## config.mk

```make
export PLATFORM = sky130hd
export DESIGN_NAME = load_store_unit
export DESIGN_NICKNAME = d
export VERILOG_FILES = /design/src/rtl/load_store_unit.sv
export SDC_FILE = /design/constraint.sdc
export NUM_CORES = 1
export LEC_CHECK = 0
export CORE_MARGIN = 2
export CORE_UTILIZATION = 45
export CTS_BUF_LIST = sky130_fd_sc_hd__clkbuf_4 sky130_fd_sc_hd__clkbuf_8 sky130_fd_sc_hd__clkbuf_16
export DETAILED_ROUTE_END_ITERATION = 8
export PLACE_DENSITY_LB_ADDON = 0.15
export SLEW_MARGIN = 20
export SYNTH_ARGS = -nofsm -noshare
export SYNTH_HDL_FRONTEND = slang
export SYNTH_SLANG_ARGS = --single-unit
```

## constraint.sdc

```tcl
create_clock -name clock -period 4.17 [get_ports clock]
set_input_delay 1.251 -clock clock [delete_from_list [all_inputs] [get_ports clock]]
set_output_delay 1.251 -clock clock [all_outputs]
set_load 0.02 [all_outputs]
```

## src/rtl/load_store_unit.sv

```systemverilog
// Load/store unit between MEM stage and data memory: request FSM, lane extraction, alignment and timeout checks.
// Define LSU_STORE_FORWARD_EN to merge the last completed store into a following load to the same word.
module load_store_unit #(
    parameter int TIMEOUT_CYCLES = 16,
    parameter int ADDR_WIDTH     = 32
) (
    input  logic                  clock,
    input  logic                  reset,
    input  logic                  req_valid,
    input  logic                  req_write,
    input  logic [2:0]            req_type,
    input  logic [ADDR_WIDTH-1:0] req_addr,
    input  logic [31:0]           req_wdata,
    output logic                  stall,
    output logic                  resp_valid,
    output logic [31:0]           resp_rdata,
    output logic                  misaligned,
    output logic                  bus_error,
    output logic [ADDR_WIDTH-1:0] mem_read_addr,
    output logic                  mem_read_req,
    input  logic                  mem_read_ready,
    input  logic [31:0]           mem_read_data,
    output logic [ADDR_WIDTH-1:0] mem_write_addr,
    output logic                  mem_write_req,
    output logic [31:0]           mem_write_data,
    output logic [2:0]            mem_write_type,
    input  logic                  mem_write_done
);
    typedef enum logic [2:0] {IDLE, RD_REQ, RD_WAIT, WR_REQ, WR_WAIT, DONE} state_t;
    localparam logic [7:0] TIMEOUT_LIM = 8'(TIMEOUT_CYCLES);

    state_t                state_q, state_d;
    logic [ADDR_WIDTH-1:0] addr_q, addr_d;
    logic [2:0]            type_q, type_d;
    logic [31:0]           wdata_q, wdata_d;
    logic [31:0]           rdata_q, rdata_d;
    logic [7:0]            cnt_q, cnt_d;
    logic                  misaligned_q, misaligned_d;
    logic                  bus_error_q, bus_error_d;
    logic                  bad_req, rd_fin, wr_fin;
    logic [31:0]           load_word;

    // cnt_q == 0 marks the guard cycle, where the memory handshake is ignored
    assign rd_fin = (state_q == RD_WAIT) && (cnt_q != 8'd0) && mem_read_ready;
    assign wr_fin = (state_q == WR_WAIT) && (cnt_q != 8'd0) && mem_write_done;

    always_comb begin
        bad_req = 1'b1;
        case (req_type)
            3'b000, 3'b100: bad_req = 1'b0;
            3'b001, 3'b101: bad_req = req_addr[0];
            3'b010:         bad_req = |req_addr[1:0];
            default:        bad_req = 1'b1;
        endcase
    end

    function automatic logic [31:0] extract(input logic [31:0] w, input logic [2:0] t,
                                            input logic [1:0] a);
        logic [7:0]  b;
        logic [15:0] h;
        b = w[{a, 3'b000} +: 8];
        h = w[{a[1], 4'b0000} +: 16];
        case (t[1:0])
            2'b00:   extract = t[2] ? {24'd0, b} : {{24{b[7]}}, b};
            2'b01:   extract = t[2] ? {16'd0, h} : {{16{h[15]}}, h};
            default: extract = w;
        endcase
    endfunction

`ifdef LSU_STORE_FORWARD_EN
    logic                  fwd_vld_q, fwd_vld_d;
    logic [ADDR_WIDTH-3:0] fwd_addr_q, fwd_addr_d;
    logic [3:0]            fwd_be_q, fwd_be_d;
    logic [31:0]           fwd_data_q, fwd_data_d;
    logic [3:0]            st_be;
    logic [31:0]           st_lanes;

    always_comb begin
        st_be    = 4'b1111;
        st_lanes = wdata_q;
        case (type_q[1:0])
            2'b00: begin
                st_be    = 4'b0001 << addr_q[1:0];
                st_lanes = {4{wdata_q[7:0]}};
            end
            2'b01: begin
                st_be    = addr_q[1] ? 4'b1100 : 4'b0011;
                st_lanes = {2{wdata_q[15:0]}};
            end
            default: ;
        endcase
        fwd_vld_d  = fwd_vld_q;
        fwd_addr_d = fwd_addr_q;
        fwd_be_d   = fwd_be_q;
        fwd_data_d = fwd_data_q;
        if (wr_fin) begin
            fwd_vld_d  = 1'b1;
            fwd_addr_d = addr_q[ADDR_WIDTH-1:2];
            fwd_be_d   = st_be;
            fwd_data_d = st_lanes;
        end
        // Recorded store bytes win over a possibly stale memory word
        load_word = mem_read_data;
        if (fwd_vld_q && (fwd_addr_q == addr_q[ADDR_WIDTH-1:2])) begin
            for (int i = 0; i < 4; i++)
                if (fwd_be_q[i]) load_word[8*i +: 8] = fwd_data_q[8*i +: 8];
        end
    end

    always_ff @(posedge clock) begin
        if (reset) begin
            fwd_vld_q  <= 1'b0;
            fwd_addr_q <= '0;
            fwd_be_q   <= 4'd0;
            fwd_data_q <= 32'd0;
        end else begin
            fwd_vld_q  <= fwd_vld_d;
            fwd_addr_q <= fwd_addr_d;
            fwd_be_q   <= fwd_be_d;
            fwd_data_q <= fwd_data_d;
        end
    end
`else
    assign load_word = mem_read_data;
`endif

    always_comb begin
        state_d      = state_q;
        addr_d       = addr_q;
        type_d       = type_q;
        wdata_d      = wdata_q;
        rdata_d      = rdata_q;
        cnt_d        = cnt_q;
        misaligned_d = 1'b0;
        bus_error_d  = 1'b0;
        case (state_q)
            IDLE: if (req_valid) begin
                if (bad_req) begin
                    misaligned_d = 1'b1;
                end else begin
                    addr_d  = req_addr;
                    type_d  = req_type;
                    wdata_d = req_wdata;
                    state_d = req_write ? WR_REQ : RD_REQ;
                end
            end
            RD_REQ: begin
                cnt_d   = 8'd0;
                state_d = RD_WAIT;
            end
            WR_REQ: begin
                cnt_d   = 8'd0;
                state_d = WR_WAIT;
            end
            RD_WAIT, WR_WAIT: begin
                cnt_d = cnt_q + 8'd1;
                if (rd_fin || wr_fin) begin
                    state_d = DONE;
                    if (rd_fin) rdata_d = extract(load_word, type_q, addr_q[1:0]);
                end else if (cnt_d == TIMEOUT_LIM) begin
                    bus_error_d = 1'b1;
                    state_d     = IDLE;
                end
            end
            DONE:    state_d = IDLE;
            default: state_d = IDLE;
        endcase
    end

    always_ff @(posedge clock) begin
        if (reset) begin
            state_q      <= IDLE;
            addr_q       <= '0;
            type_q       <= 3'd0;
            wdata_q      <= 32'd0;
            rdata_q      <= 32'd0;
            cnt_q        <= 8'd0;
            misaligned_q <= 1'b0;
            bus_error_q  <= 1'b0;
        end else begin
            state_q      <= state_d;
            addr_q       <= addr_d;
            type_q       <= type_d;
            wdata_q      <= wdata_d;
            rdata_q      <= rdata_d;
            cnt_q        <= cnt_d;
            misaligned_q <= misaligned_d;
            bus_error_q  <= bus_error_d;
        end
    end

    // Pulses are masked while reset is asserted so an aborted access emits nothing
    assign stall = ((state_q == IDLE) && req_valid) || (state_q == RD_REQ) ||
                   (state_q == RD_WAIT) || (state_q == WR_REQ) || (state_q == WR_WAIT);
    assign resp_valid     = (state_q == DONE) && !reset;
    assign mem_read_req   = (state_q == RD_REQ) && !reset;
    assign mem_write_req  = (state_q == WR_REQ) && !reset;
    assign misaligned     = misaligned_q && !reset;
    assign bus_error      = bus_error_q && !reset;
    assign resp_rdata     = rdata_q;
    assign mem_read_addr  = {addr_q[ADDR_WIDTH-1:2], 2'b00};
    assign mem_write_addr = addr_q;
    assign mem_write_data = wdata_q;
    assign mem_write_type = type_q;
endmodule

```

==> impl_metrics.py <==
metrics = {
    "floorplanning": {
        "pin_count": 242,
        "core_mm2": 0.0114,
        "rows": 39,
        "die_y_um": 112,
        "die_w_um": 112,
        "initial_utilization_pct": 45.9,
        "die-area_mm2": 0.0125,
    },
    "synth": {
        "async_flop_share_pct": 0,
        "synthesis.area_mm2": 0.00522,
        "synth_seq_cells": 112,
        "yosysTopAreaCell": "dfxtp_1",
        "syn-mean-instance-area_um2": 8.09,
        "yosysSeqAreaShare_pct": 43.0,
        "synthCells": 645,
        "post_synth_num_cell_types": 62,
        "synth_edf_count": 0,
        "netlist.area_leader.share_pct": 43.0,
        "ys_warn_count": 0,
        "synthFlopType": "dfxtp_1",
        "ys_top_cells_by_area": "dfxtp_1 43%, nand2_1 13%, a21oi_1 8.5%",
    },
    "global_routing": {
        "grt_pass1_vias": 5029,
        "grt_overflow_total": 0,
        "grt_pass1_wl_um": 25400,
        "antenna_found_initial": 0,
        "grt_max_degree": 51,
        "grt.total_usage_pct": 24.8,
    },
    "route": {
        "drt_iter0_drc": 380,
        "drc_errors": 0,
        "wirelength_um": 15700,
        "viasPerCell": 5.36,
        "antenna_left": 0,
        "wl_per_cell_um": 16.2,
        "first_pass_iters": 5,
        "vias": 5200,
    },
    "setup_path": {
        "crit_top_cell": "clkdlybuf4s50_1",
        "critPathLaunchType": "input port",
        "crit_chain": "clkdlybuf4s50_1, nor4_1, nor2_1, clkdlybuf4s50_1",
        "cpMaxStageDelayCell": "clkdlybuf4s50_1",
        "r2r-end": "resp_rdata[5]",
        "critical_path_peak_fanout": 3,
        "cp.depth": 4,
        "slowest_delay_ns": 0.55,
        "critPathKind": "input port to output pin",
        "critical_path_arrival_ns": 2.60,
        "crit_buf_inv": 2,
        "reg2regPathDepth": 6,
        "end_kind": "output pin",
        "r2r_slack_ns": 1.71,
        "cpLargestDelayFamily": "buffers and inverters",
        "worst_ep_required_time_ns": 2.92,
        "r2r-start": "state_q[1]",
        "endpoint": "stall",
        "worstSetupStartpoint": "req_valid",
    },
    "pwr": {
        "p_per_area_mw_per_mm2": 354,
        "p_leak_nw": 2.66,
        "switching_share_pct": 29.2,
        "switchingPower_w": 0.000799,
        "p_seq_share_pct": 43.9,
        "cellInternalPower_w": 0.00194,
        "ir_worst_vdd_mv": 0.211,
        "power_frac_clock_pct": 32.8,
        "p_comb_share_pct": 23.3,
    },
    "min_path": {
        "hold_path_class": "flop to flop",
    },
    "clock_network": {
        "worstSkewPairLatency_ns": 0.35,
        "cts_htree_levels": 3,
        "cts_tree": "yes",
        "hold_buffers": 0,
        "cts_setup_buffers": 0,
        "cts.clk_slew.worst_paths_ns": 0.07,
        "clk_path_buf_depth": 2,
        "root_buffer": "clkbuf_16",
        "cts_resized": 0,
        "cts_sinks": 112,
        "cts-buffers-inserted": 9,
    },
    "sta": {
        "setup_viol": 0,
        "tns_ns": 0,
        "finalCritPeriodShare_pct": 92.4,
        "finalClockSkew_ns": 0.00523,
        "worst_pin_slew_ns": 1.05,
        "fmax_mhz": 260,
        "drv_slew": 0,
        "rsz0062_at_grt": "false",
        "maxSlewHeadroom_pct": 29.6,
        "hold_viol": 0,
        "fin_crit_ns": 3.85,
    },
    "cells_and_area": {
        "final_layout_size_suffix_gt1_share_pct": 5.92,
        "diodes": 0,
        "area_delta_synth_final_pct": 47.9,
        "post-route-util_pct": 67.8,
        "layout.nets": 930,
    },
    "outcome": {
        "status": "completed",
    },
    "placement": {
        "numPortBuffers": 239,
        "post-dp-hpwl_um": 11100,
        "routabilityCongestion": 0.853,
    },
    "job": {
        "drv_cap": 0,
    },
}
==> flip-flops by register name, indices dropped and copies added, names as in the netlist <==
| signal | count |
|---|---|
| mem_write_addr | 32 |
| mem_write_data | 32 |
| resp_rdata | 32 |
| cnt_q | 8 |
| mem_write_type | 3 |
| state_q | 3 |
| bus_error_q | 1 |
| misaligned_q | 1 |
==> synth_stat cells (all sizes together) (2+ instances only) <==
master / count
mux2: 3
or2: 2
nand3b: 3
nor4b: 2
a31oi: 7
nand2b: 6
nand3: 6
nor4: 4
clkbuf: 25
a2bb2oi: 4
and3: 2
o21ai: 29
nor2b: 6
a21oi: 90
buf: 59
ha: 2
nor3: 9
nand2: 182
mux2i: 10
dfxtp: 112
o31ai: 4
a221o: 7
o21a: 4
nor2: 13
nand4: 2
mux4: 7
inv: 8
o2111a: 2
a32o: 2
o22ai: 2
nor3b: 8
a221oi: 2
==> worst reg2reg max path, cell delays in order, from the launching register on <==
cell and delay, ns:
dfxtp_1 0.90, nand4bb_1 0.21, a21oi_2 0.46, buf_4 0.34, buf_4 0.22, o21ai_0 0.09, a31oi_1 0.16
==> metrics by stage <==
| step | total power [W] | hold WS, ns | std cells | setup slack (ns) | cell area (µm²) |
|---|---|---|---|---|---|
| finish | 0.00273 | 0.453 | 971 | 0.317 | 7710 |
| global route | 0.00285 | 0.478 | 971 | 0.257 | 7710 |
| CTS | 0.00275 | 0.456 | 971 | 0.295 | 7710 |
| detailed placement | 0.00186 | 0.446 | 955 | 0.302 | 7400 |
| global placement | 0.00184 | 0.441 | 955 | 0.275 | 7400 |
| floorplan | 0.00157 | 0.464 | 646 | 0.570 | 5220 |
==> power groups by stage <==
stage	Sequential (W)	Clock, W	Combinational [W]
CTS	0.00120	0.000913	0.000639
detailed placement	0.00122	0	0.000636
global placement	0.00122	0	0.000626
floorplan	0.00126	0	0.000315
finish	0.00120	0.000896	0.000638
global route	0.00121	0.000952	0.000688
==> area by class of cell <==
cell class              instances  area (µm²)
inverters                       9        33.8
flip-flops and latches        112        2240
clock inverters                 6        77.6
multi-input cells             441        2460
fillers                       926        3660
clock buffers                  10         233
repair buffers                250        2480
well taps                     143         179
==> routing by layer <==
metal	GRT usage, %	up-vias	share of wire, %
met1	29.8	2448	40
met2	42.8	200	50
li1	-	2524	-
met5	0	-	0
met4	9.71	0	2.4
met3	5.88	28	7.2
==> logic make-up after synthesis <==
group | after synthesis | synth area share [%]
AOI/OAI and AO/OA | 166 | 19.2
xor gates and xnor gates | 2 | 0.336
adders and majority gates | 2 | 0.480
buffers and inverters | 93 | 10.1
DFF | 112 | 43.0
muxes | 20 | 5.59
other | 1 | 0.0719
and+or+nand+nor | 249 | 21.3
==> cell usage in the layout, fill, tap and decap left out, types with 2 or more instances in the layout <==
master           netlist  final
mux4_2                 7      7
ha_1                   2      2
mux2_2                 3      3
nor3_1                 8      8
mux2i_1               10     10
inv_1                  8      8
o2111a_1               2      2
o31ai_1                4      4
nor4_1                 4      4
conb_1                 1      2
nor2b_1                6      6
o22ai_1                2      2
o21a_1                 4      3
nand3b_1               3      3
a221oi_1               2      2
a32o_1                 2      2
a2bb2oi_1              4      4
a31oi_1                7      7
nor2_1                13     13
nor3b_1                8      8
o21ai_0               28     28
or2_2                  2      2
nand2_1              182    182
clkdlybuf4s50_1        0    238
inv_8                  0      2
a21oi_1               89     89
dfxtp_1              112    112
buf_4                 33     10
clkinv_4               0      2
nand2b_1               6      6
nand3_1                6      6
clkbuf_16              0      9
nand4_1                2      2
a221o_1                7      7
==> how the worst min path moves through the flow <==
stage / to / slack (ns) / depth (start not counted) / from
floorplan: cnt_q[7] / 0.46 / 2 / cnt_q[7]
global placement: mem_write_data[23] / 0.44 / 2 / mem_write_data[23]
detailed placement: mem_write_data[21] / 0.45 / 2 / mem_write_data[21]
global route: mem_write_data[21] / 0.48 / 2 / mem_write_data[21]
CTS: mem_write_data[30] / 0.46 / 2 / mem_write_data[30]
finish: mem_write_data[30] / 0.45 / 2 / mem_write_data[30]
Note: power is estimated with default switching activity, not from simulation.
==> RTL change, RTL diff (config.mk and constraints unchanged) <==
`ADDR_WIDTH`: 32 -> 40.
--- a/src/rtl/load_store_unit.sv
+++ b/src/rtl/load_store_unit.sv
@@ -2,7 +2,7 @@
 // Define LSU_STORE_FORWARD_EN to merge the last completed store into a following load to the same word.
 module load_store_unit #(
     parameter int TIMEOUT_CYCLES = 16,
-    parameter int ADDR_WIDTH     = 32
+    parameter int ADDR_WIDTH     = 40
 ) (
     input  logic                  clock,
     input  logic                  reset,
Ports: changed (resized mem_read_addr, mem_write_addr and req_addr); port bits go from 242 to 266. The function was not compared with the original's and may differ.
==> RTL change against the original RTL <==
Synthesized area rose by 21%; global-route usage decreased by 1.4 points; worst hold slack worse by 0.0046 ns; sequential cell count up 8; via count is 9.3% higher; setup slack gained 0.050 ns; power grew 37%; wire length grew 13%; cell area is 22% higher; non-clock buffer count up 26; critical path depth unchanged; count of clock-buffer cells in the layout rose by 13.
==> RTL change: results (changes against the original RTL) <==
- Detailed Route WL: 17800 um (+13%)
- The worst IR drop on VDD came to 0.000262 V (+24%).
* Total number of yosys warnings: 0 (unchanged)
- Met3 Track Usage GR: 7.16% (+1.3 points)
- The total CTS buffers came to 17 (+8).
- The data arrival time of the critical path was 2.55 ns (-0.05 ns).
- Pin slew with the least headroom to its limit: 0.929 ns (-0.123 ns)
* Vias in the first global route: 5540 (+10%)
- The wire length of the first global-routing pass came to 27800 um (+9.1%).
- The leakage dissipation is 3.27 nW (+23%).
- The count of distinct cell types in the synthesized netlist came to 53 (-15%).
- Worst setup slack before clock tree synthesis: 0.362 ns (+0.0602 ns)
* Crit path setup slack, layout: 0.368 ns (+0.0500 ns)
- Total global-route track usage: 23.4% (-1.4 points)
- PortBufs: 263 (+10%)
- Final RePlAce weighted congestion: 0.812 (-4.8%)
- The worst setup skew after layout was 0.00715 ns (+0.00192 ns).
* Biggest area contributors in the synthesized netlist: dfxtp_1 (38%), nand2b_1 (16%), mux2i_1 (15%)
- Via Count: 5682 (+9.3%)
- Share of post-route cells with drive strength above 1: 5.91% (-0.0098 points)
- The deepest clock path buffer count is 2 (unchanged).
- H-Tree Level Count: 4 (+1)
- Worst-case hold slack: 0.449 ns (-0.00458 ns)
* Class of the tightest hold or removal check: flip-flop to flip-flop
- Status: complete, no violations
- The initial antenna violation count came to 0 (unchanged).
- The setup fix buffers added after clock tree synthesis came to 0 (unchanged).
* Dpl hpwl: 12600 um (+13%)
- The worst-case register-to-register setup slack is 1.91 ns (+0.20 ns).
- The worst-skew pair later-pin latency came to 0.41 ns (+0.06 ns).
- The DRC violation total after the first TritonRoute iteration came to 282 (-26%).
* Met1 Track Usage GR: 26.7% (-3.1 points)
* Sequential element share of the synthesized area: 38.1% (-4.9 points)
* Final Net Count: 1017 (+9.4%)
- Delay of the slowest critical-path stage: 0.61 ns (+0.06 ns)
- Pin count of the biggest net entering global routing: 147 (+190%)
- Fraction of met2 tracks used by global routing: 41.2% (-1.6 points)
- Synth top cells by count: nand2b_1 (159), dfxtp_1 (120), mux2i_1 (94)
-- RTL change: cell count changes after synthesis, moves of 9 or more --
cell	change
a21oi_1	-75
nand2_1	-139
a311oi_1	+16
nor2b_1	+10
nor2_1	+20
mux2i_1	+84
clkbuf_1	+11
buf_2	-9
o21ai_0	-20
buf_4	+14
nand2b_1	+153
-- RTL change: cell families (layout without fill, tap and decap cells) --
kind of cell	after synthesis	after routing	share of synthesized area, %
AOI/OAI and AO/OA	82	82	9.84
xor gates and xnor gates	1	1	0.139
adders and majority gates	2	2	0.397
buffers and inverters	101	313	9.56
DFF	120	120	38.1
muxes	95	95	15.1
other	1	2	0.0594
and+or+nand+nor	299	299	26.8
-- RTL change: stage by stage --
| stage | util [%] | cell area (um^2) | power, mW | std cells |
|---|---|---|---|---|
| 5_1_grt | 68.1 | 9370 | 3.89 | 1094 |
| 6_report | 68.1 | 9370 | 3.74 | 1094 |
| 3_5_place_dp | 63.6 | 8750 | 2.24 | 1063 |
| 3_3_place_gp | 63.6 | 8750 | 2.22 | 1063 |
| 4_1_cts | 68.1 | 9370 | 3.77 | 1094 |
| 2_1_floorplan | - | 6310 | 1.86 | 702 |
-- RTL change: final timing paths --
| check | start | endpoint | cells past startpoint |
|---|---|---|---|
| setup reg to reg | cnt_q[0] | resp_rdata[0] | 7 |
| hold reg to reg | resp_rdata[4] | resp_rdata[4] | 2 |
| hold / removal | resp_rdata[4] | resp_rdata[4] | 2 |
| setup / recovery | req_valid | stall | 4 |
-- RTL change: final cells by class --
cell class	count	area (um^2)
tap	180	225
multi-input combinational	481	3330
fill	1118	4400
clock buffer	23	502
inverter	6	22.5
clock inverter	8	118
timing repair buffer	276	2780
sequential	120	2400
-- RTL change: power breakdown --
group / switching [mW] / total (mW) / internal [mW]
Sequential: 0.0818 / 1.31 / 1.23
Combinational: 0.441 / 0.902 / 0.461
Clock: 0.508 / 1.53 / 1.02
Total: 1.03 / 3.74 / 2.71
-- RTL change: worst max-delay path: cells and delay by family --
family        cells  cell delay, ns
buf+inv           2            1.13
simple gates      2            0.18
-- RTL change: per-layer routing --
| layer | wire (um) | vias to the layer above |
|---|---|---|
| met1 | 7280 | 2691 |
| li1 | - | 2767 |
| met2 | 8940 | 197 |
| met4 | 311 | 0 |
| met3 | 1300 | 27 |
| met5 | 0 | - |
